[config.mk]
export PLATFORM = sky130hd
export DESIGN_NAME = syscall_io_controller
export DESIGN_NICKNAME = d
export VERILOG_FILES = /design/src/rtl/syscall_pkg.sv /design/src/rtl/syscall_io_controller_debouncer.sv /design/src/rtl/syscall_io_controller.sv
export SDC_FILE = /design/constraint.sdc
export NUM_CORES = 1
export LEC_CHECK = 0
export CAP_MARGIN = 15
export CORE_MARGIN = 3
export CORE_UTILIZATION = 40
export CTS_BUF_LIST = sky130_fd_sc_hd__clkbuf_8
export CTS_CLUSTER_SIZE = 10
export DETAILED_ROUTE_END_ITERATION = 8
export GPL_TIMING_DRIVEN = 0
export PLACE_DENSITY = 0.85
export SLEW_MARGIN = 0
export SYNTH_ARGS = -nofsm -noshare
export SYNTH_HDL_FRONTEND = slang
export SYNTH_SLANG_ARGS = --single-unit
[constraint.sdc]
create_clock -name clk -period 1.8 [get_ports clk]
set_input_delay 0.54 -clock clk [delete_from_list [all_inputs] [get_ports clk]]
set_output_delay 0.54 -clock clk [all_outputs]
set_load 0.01 [all_outputs]
[src/rtl/syscall_pkg.sv]
// syscall_pkg: opcodes and FSM state encoding shared by the SYSCALL I/O controller.
package syscall_pkg;

  localparam int unsigned STATE_W = 2;

  localparam logic [5:0] OP_SYS_IN  = 6'b110011;
  localparam logic [5:0] OP_SYS_OUT = 6'b110111;

  typedef enum logic [STATE_W-1:0] {
    IDLE       = 2'd0,
    ARM        = 2'd1,
    WAIT_PRESS = 2'd2,
    COMMIT     = 2'd3
  } state_e;

endpackage

[src/rtl/syscall_io_controller_debouncer.sv]
// button_debouncer: two-flop synchronizer followed by a counter that only lets
// the debounced level follow the input after DEBOUNCE_CYCLES disagreeing samples.
module button_debouncer #(
  parameter int unsigned DEBOUNCE_CYCLES = 500000
) (
  input  logic clk,
  input  logic rst_n,
  input  logic btn_async_i,
  output logic btn_level_o
);

  localparam int unsigned CNT_W = (DEBOUNCE_CYCLES > 1) ? $clog2(DEBOUNCE_CYCLES + 1) : 1;
  localparam logic [CNT_W-1:0] CNT_LAST = CNT_W'(DEBOUNCE_CYCLES - 1);

  logic [1:0]       sync_q;
  logic             level_q;
  logic             level_d;
  logic [CNT_W-1:0] cnt_q;
  logic [CNT_W-1:0] cnt_d;

  // Bring the asynchronous pushbutton into the clk domain.
  always_ff @(posedge clk or negedge rst_n) begin
    if (!rst_n) begin
      sync_q <= 2'b00;
    end else begin
      sync_q <= {sync_q[0], btn_async_i};
    end
  end

  // Count consecutive disagreeing samples; flip the level when the run is long enough.
  always_comb begin
    level_d = level_q;
    cnt_d   = cnt_q;
    if (sync_q[1] != level_q) begin
      if (cnt_q == CNT_LAST) begin
        level_d = ~level_q;
        cnt_d   = {CNT_W{1'b0}};
      end else begin
        cnt_d   = cnt_q + CNT_W'(1);
      end
    end else begin
      cnt_d = {CNT_W{1'b0}};
    end
  end

  // Debounce state registers.
  always_ff @(posedge clk or negedge rst_n) begin
    if (!rst_n) begin
      level_q <= 1'b0;
      cnt_q   <= {CNT_W{1'b0}};
    end else begin
      level_q <= level_d;
      cnt_q   <= cnt_d;
    end
  end

  assign btn_level_o = level_q;

endmodule

[src/rtl/syscall_io_controller.sv]
// syscall_io_controller: stalls the CPU on SYSCALL input until the user confirms
// the switch value with a fresh button press, then commits it for one cycle;
// latches the printed register value on SYSCALL output.
// Optional feature macro: SYSCALL_OUT_ACK_EN (SYS_OUT also waits for a release+press).
module syscall_io_controller
  import syscall_pkg::*;
#(
  parameter int unsigned DATA_WIDTH      = 32,
  parameter int unsigned SW_WIDTH        = 16,
  parameter int unsigned DEBOUNCE_CYCLES = 500000
) (
  input  logic                  clk,
  input  logic                  rst_n,
  input  logic [5:0]            opcode,
  input  logic [DATA_WIDTH-1:0] reg_value,
  input  logic [SW_WIDTH-1:0]   sw_in,
  input  logic                  btn_confirm,
  output logic                  cpu_run,
  output logic                  in_sel,
  output logic [DATA_WIDTH-1:0] in_data,
  output logic [DATA_WIDTH-1:0] disp_value,
  output logic                  disp_valid,
  output logic                  waiting
);

  state_e                state_q;
  state_e                state_d;
  logic [DATA_WIDTH-1:0] in_data_q;
  logic [DATA_WIDTH-1:0] in_data_d;
  logic [DATA_WIDTH-1:0] disp_value_q;
  logic [DATA_WIDTH-1:0] disp_value_d;
  logic                  disp_valid_q;
  logic                  disp_valid_d;
  logic                  in_sel_q;
  logic                  in_sel_d;
  logic                  waiting_q;
  logic                  waiting_d;
  logic                  ack_q;     // current sequence is a SYS_OUT acknowledge, not an input
  logic                  ack_d;
  logic                  btn_level_s;
  logic                  cpu_run_s;

  button_debouncer #(
    .DEBOUNCE_CYCLES(DEBOUNCE_CYCLES)
  ) u_debouncer (
    .clk        (clk),
    .rst_n      (rst_n),
    .btn_async_i(btn_confirm),
    .btn_level_o(btn_level_s)
  );

  // Sequencing FSM: next state, captured data and the combinational stall.
  always_comb begin
    state_d      = state_q;
    in_data_d    = in_data_q;
    disp_value_d = disp_value_q;
    disp_valid_d = disp_valid_q;
    ack_d        = ack_q;
    cpu_run_s    = 1'b1;
    case (state_q)
      IDLE: begin
        if (opcode == OP_SYS_IN) begin
          cpu_run_s = 1'b0;
          ack_d     = 1'b0;
          state_d   = ARM;
        end else if (opcode == OP_SYS_OUT) begin
          disp_value_d = reg_value;
          disp_valid_d = 1'b1;
`ifdef SYSCALL_OUT_ACK_EN
          cpu_run_s = 1'b0;
          ack_d     = 1'b1;
          state_d   = ARM;
`else
          cpu_run_s = 1'b1;
          state_d   = IDLE;
`endif
        end else begin
          cpu_run_s = 1'b1;
          state_d   = IDLE;
        end
      end
      ARM: begin
        // A button still held from before cannot count as confirmation.
        cpu_run_s = 1'b0;
        if (!btn_level_s) begin
          state_d = WAIT_PRESS;
        end else begin
          state_d = ARM;
        end
      end
      WAIT_PRESS: begin
        cpu_run_s = 1'b0;
        if (btn_level_s) begin
          if (!ack_q) begin
            in_data_d = DATA_WIDTH'(sw_in);
          end else begin
            in_data_d = in_data_q;
          end
          state_d = COMMIT;
        end else begin
          state_d = WAIT_PRESS;
        end
      end
      COMMIT: begin
        cpu_run_s = 1'b1;
        state_d   = IDLE;
      end
      default: begin
        cpu_run_s = 1'b1;
        state_d   = IDLE;
      end
    endcase
    waiting_d = (state_d == ARM) || (state_d == WAIT_PRESS);
    in_sel_d  = (state_d == COMMIT) && !ack_d;
  end

  // State and output registers.
  always_ff @(posedge clk or negedge rst_n) begin
    if (!rst_n) begin
      state_q      <= IDLE;
      in_data_q    <= {DATA_WIDTH{1'b0}};
      disp_value_q <= {DATA_WIDTH{1'b0}};
      disp_valid_q <= 1'b0;
      in_sel_q     <= 1'b0;
      waiting_q    <= 1'b0;
      ack_q        <= 1'b0;
    end else begin
      state_q      <= state_d;
      in_data_q    <= in_data_d;
      disp_value_q <= disp_value_d;
      disp_valid_q <= disp_valid_d;
      in_sel_q     <= in_sel_d;
      waiting_q    <= waiting_d;
      ack_q        <= ack_d;
    end
  end

  assign cpu_run    = cpu_run_s;
  assign in_sel     = in_sel_q;
  assign in_data    = in_data_q;
  assign disp_value = disp_value_q;
  assign disp_valid = disp_valid_q;
  assign waiting    = waiting_q;

endmodule

### Yosys cells after proc, flatten, opt, wreduce, memory -nomap -nowiden

Cells that the tools add are included.
W data, S select, Z words.

| storage, ports and cells | value |
|---|---|
| bits in registers | 76 |
| bits of input ports | 57 |
| word-level logic and storage cells | 42 |

| cells by class | value |
|---|---|
| equal/unequal tests | 10 |
| reduce and logical (&&, ||, !) cells | 8 |
| add/subtract/negate cells | 1 |
| muxes and demuxes | 10 |
| bitwise gates (word level) | 3 |

Operators by type and width:

| cell | number |
|---|---|
| $mux W19 | 2 |
| $add A19 B1 Y19 const B | 1 |
| $eq A19 B19 Y1 const B | 1 |
| $eq A6 B6 Y1 const B | 2 |
| $eq A2 B2 Y1 const B | 4 |
| $pmux W2 S4 | 1 |
| $reduce_and A3 Y1 | 2 |
| $mux W1 | 5 |
| $eq A2 B1 Y1 const B | 2 |
| $not A1 Y1 | 3 |
| $pmux W1 S3 | 1 |
| $logic_not A2 Y1 | 1 |
| $mux W2 | 1 |
| $reduce_and A2 Y1 | 1 |
| $reduce_or A2 Y1 | 1 |
| $logic_and A1 B1 Y1 | 1 |
| $logic_not A1 Y1 | 1 |
| $logic_or A1 B1 Y1 | 1 |
| $ne A1 B1 Y1 | 1 |

### Longest topological paths before layout

Gate-level depths: netlist of run 1.

| depth | value |
|---|---|
| depth after elaboration | 5 |
| gate-level depth with buffers | 6 |

### Modules after synthesis

Synthesis of run 1 repeated with hierarchy kept, for this count alone.

| unflattened totals | value |
|---|---|
| cell total of the unflattened synthesis | 249 |
| area, all modules | 3291.9 um^2 |

Modules (own cells, without submodules):

| module | sequential area each (um^2) | cells an instance | area an instance (um^2) | instances |
|---|---|---|---|---|
| syscall_io_controller | 1351.3 | 144 | 2212.1 | 1 |
| button_debouncer | 550.5 | 105 | 1079.8 | 1 |

### Worst setup path after synthesis of run 1

Ideal clock, no wire load.

| timing | value |
|---|---|
| path type | input to output |
| from | in opcode[4] |
| to | out cpu_run |
| data required time | 1.260 ns |
| arrival time | 1.102 ns |
| setup slack | 0.158 ns |
| cell stages on the path | 4 |
| buffers on the path | 0 |
| path through | nand4_1 -> nor3_1 -> nor3_1 -> a21o_1 |

| between the ends | value |
|---|---|
| word-level cells in the longest chain between the ends | 3 |

RTL lines:

| element | line | source |
|---|---|---|
| start: declaration | syscall_io_controller.sv:14 | `input logic [5:0] opcode,` |
| $eq A6 B6 Y1 | syscall_io_controller.sv:62 | `if (opcode == OP_SYS_IN) begin` |
| $mux W1 | syscall_io_controller.sv:62 |  |
| $pmux W1 S3 | syscall_io_controller.sv:60 | `case (state_q)` |
| end: declaration | syscall_io_controller.sv:18 | `output logic cpu_run,` |

No other way between the ends.

### Final worst setup path of run 1

| timing | value |
|---|---|
| from | in opcode[0] |
| to | out cpu_run |

Same word-level chain as after synthesis.

==> results.md, run 1 <==
* Status: finished, violations left
* Failing checks: negative setup slack
* Number of setup violations in the final report at 1
* Pre-CTS WS at -1.01 ns
* Share of layout cells above drive strength 1 at 0.290
* Setup TNS at -0.102 ns
* Startpoint Class: primary input
* Antenna Cells at 0
* First-pass GRT wire length at 12500 um
* Filler cells at 568
* Final Hold Vio Count at 0
* Fmax at 0.526 GHz
* Hold slack at 0.0860 ns
* Worst Clk Skew at 0.0166 ns
* FP Rows at 32
* Num CTS Buffers at 9
* Area occupied by multi-input gates at 0.00131 sq mm
* Total track usage at 0.165
* # DRC at 0
* Antenna Violating Nets Remaining at 0
* Total Routed Length at 7610 um
* GP Congestion at 0.801
* CP required at 1.26 ns
* Htree depth at 3
* Register area at 0.00190 sq mm
* TritonCTS clock tree: done
* Max Slew Vio Count at 0
* RSZ-0062 raised after global routing: yes
* Initial DRC Count at 123
* Via Count at 2365
* Worst Hold Class: primary input to async pin
* Peak supply drop at 0.528 mV
* WL per Instance at 15.4 um
* Crit Path Class: primary input to output pin
* Area grow syn2layout at 49.6%
* Worst-path fanout max at 2
* Overflow after GRT at 0
* Post-Layout Cell Count at 495
* Synth async-reset ratio at 1.00
* Reg clk slew, reported paths at 0.08 ns
* Flops & latches, synth at 76
* Leak at 2.90 nW
* Dominant synthesized flop cell: dfrtp_1
* Die Ht at 97.0 um
* Cells after Synth at 250
* Final core utilization at 0.628
* Setup WS post-layout at -0.102 ns
* Min Tclk post-route at 1.90 ns
* Pin count of the biggest net entering global routing at 55
* Synth cell types at 39
* Via density at 4.78
* Post-synth EDFFs at 0
* Syn_area_per_cell at 13.2 sq um
* Core area at 0.00789 sq mm
* Final Net Count at 448
* Insertion delay to the later sink of the worst-skew pair at 0.35 ns
* Die Area at 0.00940 sq mm
* DR pass1 iterations at 4
* Placed instance count at 476
* Sequential share of the synthesized area at 0.575
* Root buffer cell: clkbuf_8
* Power per cell area at 706 mW/mm^2
* Port-buffer cells at 108
* Period utilization at 1.06
* Die Wd at 97.0 um
* IO Pins at 125
* CP endpoint kind: output pin
* Vias in the first global route at 2557
* Initial core utilization at 0.420
* Worst Path Arrival at 1.36 ns
* Max Cap Viol at 0
* Commonest cells after routing, fill and taps aside: 75 x dfrtp_1, 49 x clkdlybuf4s50_1, 44 x mux2_2
* Ys Warns at 0
* Antenna violations before repair at 0
* Post-Syn Area at 0.00331 sq mm
* Hpwl dp at 5460 um
* CTS Buffer Depth at 2
* Commonest non-fill, non-tap cell in the layout: dfrtp_1
* CTS Sinks at 76
## report_power, final
part | total (mW) | switching, mW | internal, mW
clock network | 1.54 | 0.624 | 0.915
registers | 1.72 | 0.0109 | 1.71
logic | 0.231 | 0.0854 | 0.145
total | 3.49 | 0.720 | 2.77
## critical path, cell delays in order
cell     delay (ns)
buf_6          0.06
nand4_1        0.18
nor3_4         0.24
nor3_2         0.06
a21o_1         0.16
buf_6          0.12
## registers in the layout, indices dropped and copies added, names as in the netlist
signal / count
disp_value: 32
u_debouncer.cnt_q: 19
in_data: 16
state_q: 2
u_debouncer.sync_q: 2
ack_q: 1
disp_valid: 1
in_sel: 1
u_debouncer.btn_level_o: 1
waiting: 1
## cell families (layout without fill, tap and decap cells)
| family | Yosys count | after routing | synth area share |
|---|---|---|---|
| XOR/XNOR | 16 | 16 | 0.0423 |
| AO/OA/AOI/OAI | 8 | 8 | 0.0159 |
| adder cells (fa/ha/maj) | 2 | 2 | 0.00756 |
| flip-flops | 76 | 76 | 0.575 |
| other | 1 | 16 | 0.00113 |
| AND/OR/NAND/NOR | 67 | 67 | 0.127 |
| multiplexers | 52 | 52 | 0.176 |
| buffers and inverters | 28 | 156 | 0.0556 |
## synthesized netlist by cell type, drive strengths merged (2+ instances only)
library cell | instances | area share
nand2b | 2 | 0.0038
o21ai | 4 | 0.0083
a21oi | 2 | 0.0030
nand4 | 6 | 0.022
mux2 | 49 | 0.17
buf | 24 | 0.051
xnor2 | 13 | 0.034
nand3b | 2 | 0.0045
dfrtp | 76 | 0.57
inv | 4 | 0.0045
xor2 | 3 | 0.0079
ha | 2 | 0.0076
nand2 | 8 | 0.0091
nand3 | 6 | 0.014
nor2 | 21 | 0.024
nor4 | 6 | 0.013
nor3 | 8 | 0.014
mux2i | 3 | 0.0091
## worst paths after layout
kind | startpoint | endpoint | slack [ns] | cells after the start
worst max-delay path | opcode[0] | cpu_run | -0.10 | 6
worst min-delay path | rst_n | u_debouncer.cnt_q[17]$_DFF_PN0_ | 0.09 | 1
worst max register to register | state_q[0]$_DFF_PN0_ | disp_value[13]$_DFFE_PN0P_ | 0.08 | 5
worst min register to register | u_debouncer.sync_q[0]$_DFF_PN0_ | u_debouncer.sync_q[1]$_DFF_PN0_ | 0.35 | 0
max in group asynchronous | rst_n | disp_value[21]$_DFFE_PN0P_ | 1.14 | 2
min in group clk | u_debouncer.sync_q[0]$_DFF_PN0_ | u_debouncer.sync_q[1]$_DFF_PN0_ | 0.35 | 0
## timing repair
action                                  CTS  global route
gates cloned                              0             0
endpoints found under the setup margin   35            53
pin swaps                                 3             3
buffers inserted                          2             2
hold buffers                              0             0
gates resized for setup                  45            43
## layer usage
layer  GRT usage  wire length [um]
met4      0.0410                92
met1       0.187              2930
met2       0.290              4090
met5           0                 0
met3      0.0642               506
## cell type report
cell class / count / share of cell area
Sequential cell: 76 / 0.384
Multi-Input combinational cell: 161 / 0.265
Timing Repair Buffer: 113 / 0.239
Buffer: 24 / 0.0346
Tap cell: 102 / 0.0258
Clock buffer: 9 / 0.0250
Clock inverter: 6 / 0.0230
Inverter: 4 / 0.00303
## through the flow
stage,total power [mW],cell area (sq um)
after global placement,1.97,4570
final,3.49,4950
after global routing,3.62,4950
after detailed placement,1.98,4600
after floorplan,1.82,3370
after CTS,3.52,4830
No activity file was read; power rests on OpenSTA's default activity.
==> run 2: changes to the inputs <==
DONT_BUFFER_PORTS = 1   (was default)
PLACE_DENSITY = 0.65   (was 0.85)
==> results.md, run 2 (synthesis gave the netlist of run 1 again) <==
* Status: finished, violations left
* Failing checks: negative hold slack
* Insertion delay to the later sink of the worst-skew pair at 0.35 ns
* Period utilization at 0.961
* Leak at 1.82 nW
* Total track usage at 0.132
* Pre-CTS WS at -0.0353 ns
* Number of setup violations in the final report at 0
* M1 GR Usage at 0.159
* Commonest cells after routing, fill and taps aside: 75 x dfrtp_1, 44 x mux2_2, 20 x nor2_1, 20 x buf_4, 16 x conb_1
* Busiest grt layer: met2
* Power per cell area at 844 mW/mm^2
* Worst-path fanout max at 4
* Clock power share at 0.435
* Crit Path Class: register to register
* Root buffer cell: clkbuf_8
* Die Ht at 97.0 um
* Crit path from: u_debouncer.cnt_q[0]$_DFF_PN0_
* Min Tclk post-route at 1.73 ns
* GP Congestion at 0.770
* Comb pwr share at 0.022
* Via Count at 1903
* Pin count of the biggest net entering global routing at 77
* Reg power frac at 0.542
* Cell Int Power at 2.51 mW
* Overflow after GRT at 0
* Max Cap Viol at 0
* Hpwl dp at 4310 um
* TritonCTS clock tree: done
* Num CTS Buffers at 9
* Final Hold Vio Count at 76
* Vias in the first global route at 2043
* Met2 Use GR at 0.198
* Worst Path Arrival at 1.96 ns
* Antenna Violating Nets Remaining at 0
* Initial DRC Count at 78
* IO Pins at 125
* Final Net Count at 337
* Hold slack at -0.121 ns
* Reg2reg start: u_debouncer.cnt_q[0]$_DFF_PN0_
* Fmax at 0.578 GHz
* NetSw at 0.668 mW
* CP required at 2.03 ns
* Area grow syn2layout at 13.8%
* Total power draw at 3.18 mW
* Via density at 4.94
* DR pass1 iterations at 4
* Share of layout cells above drive strength 1 at 0.364
* Peak supply drop at 0.750 mV
* First-pass GRT wire length at 9920 um
* Max Slew Vio Count at 0
* Core area at 0.00789 sq mm
* WL per Instance at 15.7 um
* Antenna Cells at 0
* Port-buffer cells at 0
* CP endpoint kind: register
* Die Wd at 97.0 um
* Sw frac at 0.210
* Startpoint Class: register
* Initial core utilization at 0.420
* Filler cells at 706
* Htree depth at 3
* Die Area at 0.00940 sq mm
* Met3 Use GR at 0.0714
* Reg clk slew, reported paths at 0.08 ns
* Max reg flops at 32
* Commonest non-fill, non-tap cell in the layout: dfrtp_1
* Worst Hold Class: primary input to async pin
* Total Routed Length at 6030 um
* Antenna violations before repair at 0
* Setup WS post-layout at 0.0697 ns
* # DRC at 0
* Worst Clk Skew at 0.00977 ns
* FP Rows at 32
* CTS Sinks at 76
* CTS Buffer Depth at 2
[run 2: metal layers]
| metal | wire length, um | vias up |
|---|---|---|
| met5 | 0 | - |
| met4 | 85 | 0 |
| met3 | 674 | 6 |
| met2 | 2810 | 82 |
| met1 | 2450 | 922 |
| li1 | - | 893 |
[run 2: layout make-up]
cell class	instances	area, sq um	area share
Sequential cell	76	1900	0.505
Multi-Input combinational cell	161	1310	0.349
Buffer	24	171	0.0455
Clock buffer	12	165	0.0439
Tap cell	102	128	0.0339
Clock inverter	4	55.1	0.0146
Timing Repair Buffer	2	15.0	0.00399
Inverter	4	15.0	0.00399
[run 2: power groups by stage]
stage	logic [mW]	registers, mW	clock network, mW
floorplan	0.0600	1.76	0
global placement	0.0640	1.76	0
detailed placement	0.0646	1.76	0
CTS	0.0659	1.72	1.42
global route	0.0790	1.73	1.50
finish	0.0708	1.72	1.38
[run 2: final timing paths]
path                                                        to  slack [ns]  cells past startpoint
max                        u_debouncer.btn_level_o$_DFFE_PN0P_        0.07                      5
min                                       state_q[1]$_DFF_PN0_       -0.12                      0
max reg2reg                u_debouncer.btn_level_o$_DFFE_PN0P_        0.07                      5
min reg2reg                    u_debouncer.sync_q[1]$_DFF_PN0_        0.35                      0
max in group asynchronous      u_debouncer.cnt_q[14]$_DFF_PN0_        1.82                      0
min in group clk               u_debouncer.sync_q[0]$_DFF_PN0_        0.22                      0
[run 2: metrics by stage]
stage / cell area [sq um] / utilization / TNS, ns / hold slack (ns) / std cells
finish: 3760 / 0.477 / 0 / -0.121 / 385
global route: 3760 / 0.477 / -0.0229 / -0.145 / 385
CTS: 3730 / 0.472 / 0 / -0.134 / 383
detailed placement: 3490 / 0.443 / -0.0600 / 0.250 / 367
global placement: 3490 / 0.443 / -0.0111 / 0.250 / 367
floorplan: 3370 / - / 0 / 0.244 / 265
[run 2: critical path, stage by stage, from the launching register on]
cell,delay (ns)
dfrtp_2,0.42
ha_1,0.23
and4_2,0.28
nand4_2,0.16
nor2_2,0.19
mux2_2,0.34
[run 2: what timing repair did]
action / 4_1_cts / 5_1_grt
setup endpoints to repair: 9 / 22
pin swaps: 0 / 1
gates resized for setup: 2 / 6
setup buffers: 0 / 2
hold endpoints to repair: 76 / 76
==> edit: new RTL, config.mk and constraints of run 2 <==
`SW_WIDTH`: 16 -> 20.
--- a/src/rtl/syscall_io_controller.sv
+++ b/src/rtl/syscall_io_controller.sv
@@ -8,3 +8,3 @@
   parameter int unsigned DATA_WIDTH      = 32,
-  parameter int unsigned SW_WIDTH        = 16,
+  parameter int unsigned SW_WIDTH        = 20,
   parameter int unsigned DEBOUNCE_CYCLES = 500000
Interface: changed (resized sw_in); port bits go from 125 to 129. No check against the original RTL was run, so the function may have changed too.
==> edit against run 2 <==
- combinational power decreased by 16%
- sequential share of layout area up 2.0 points
- critical endpoint is now cpu_run
- wire length decreased by 1.6%
- utilization rose by 0.12 points
- largest power group unchanged
- area after synthesis grew 2.1%
- design area rose by 1.3%
- total power is 2.4% higher
- sequential cell count rose by 4
- the run still ends with negative hold slack left
- worst setup slack improved by 0.0099 ns
==> edit: results (changes against run 2) <==
Outcome
  – Status: finished, violations left
  – Violated checks: negative hold slack

Drt
  – M1 WL: 2320 um (-5.3%)
  – Met2 wire len: 2940 um (+4.7%)
  – Via-per-instance ratio: 5.01 (+1.3%)
  – WL met3: 607 um (-9.9%)
  – DR iter-0 viols: 66 (-15%)

Worst setup path
  – Worst Path Max Fanout: 3 (-1)
  – Worst R2R End: u_debouncer.cnt_q[13]$_DFF_PN0_
  – CP peak stage delay: 0.21 ns (-0.21 ns)
  – Worst reg2reg setup slack: 0.13 ns (+0.06 ns)
  – Slowest CP cell: nor3_4
  – Critical Path AT: 1.18 ns (-0.78 ns)

Yosys
  – Commonest cells in the netlist: dfrtp_1, mux2_2, nor2_1
  – Sequential share of the synthesized area: 59.3% (+1.8 points)

Global route
  – Tot GR Track Use: 12.5% (-0.72 points)
  – Vias in the first global route: 2028 (-0.73%)
  – First-pass GRT wire length: 9580 um (-3.4%)

Final layout
  – Layout cells sized above 1: 36.7% (+0.35 points)
  – NumNets Final: 341 (+1.2%)
  – Fill cell count: 739 (+4.7%)

Timing
  – Hold slack: -0.116 ns (+0.00475 ns)
  – Clk_skew: 0.00866 ns (-0.00111 ns)
  – Final hold vios: 80 (+5.3%)

Place
  – Routability Congestion: 0.742 (-3.7%)
  – Worst slack, placed: 0.00672 ns (+0.0420 ns)
  – Final HPWL DP: 4280 um (-0.55%)

Pwr
  – Largest vdd supply drop: 0.594 mV (-21%)
[edit: metal layers]
metal  up-vias  global-route usage, %
met5         -                      0
met4         0                   3.83
met3         7                   7.29
met2        84                   19.8
met1       935                   14.2
li1        902                      -
[edit: repair_timing]
item / 4_1_cts / 5_1_grt
endpoints found under the hold margin: 80 / 80
buffers inserted: 0 / 3
resized for setup: 0 / 6
endpoints found under the setup margin: 0 / 11
[edit: report_power, final]
group | total [mW] | internal [mW] | switching [mW]
Sequential | 1.81 | 1.80 | 0.00937
Clock | 1.38 | 0.771 | 0.613
Combinational | 0.0594 | 0.0319 | 0.0274
[edit: stage by stage]
step,setup TNS [ns],power (mW),cell area [um^2],cells,util (%)
after floorplan,0,1.90,3420,264,-
after global placement,0,1.90,3550,366,44.5
after detailed placement,0,1.90,3550,366,44.5
after CTS,0,3.31,3760,382,47.2
after global routing,-0.00503,3.41,3810,385,47.8
final,0,3.26,3810,385,47.8
[edit: worst max path at each step]
stage / from / slack, ns / end
after floorplan: opcode[4] / 0.16 / cpu_run
after global placement: opcode[4] / 0.004 / cpu_run
after global routing: u_debouncer.cnt_q[11]$_DFF_PN0_ / -0.004 / u_debouncer.cnt_q[8]$_DFF_PN0_
after detailed placement: opcode[4] / 0.007 / cpu_run
final: opcode[4] / 0.08 / cpu_run
after CTS: opcode[4] / 0.0003 / cpu_run
[edit: layout make-up]
cell class / count / share of cell area (%)
Buffer: 20 / 3.48
Clock buffer: 9 / 3.25
Clock inverter: 7 / 2.33
Inverter: 5 / 0.492
Multi-Input combinational cell: 159 / 34.0
Sequential cell: 80 / 52.5
Tap cell: 102 / 3.35
Timing Repair Buffer: 3 / 0.591
[edit: logic make-up after synthesis]
kind of cell	share of synthesized area, %
compound gates	2.11
xor+xnor	3.89
fa+ha+maj	0.741
buf+inv	4.48
flops	59.3
mux	18.3
other cells	0.111
simple gates	11.1
[edit: worst reg2reg max path: stages (launching register included)]
cell,delay [ns]
dfrtp_1,0.44
nor4_1,0.34
nand4_1,0.25
o21bai_4,0.27
buf_4,0.20
nor2_1,0.06
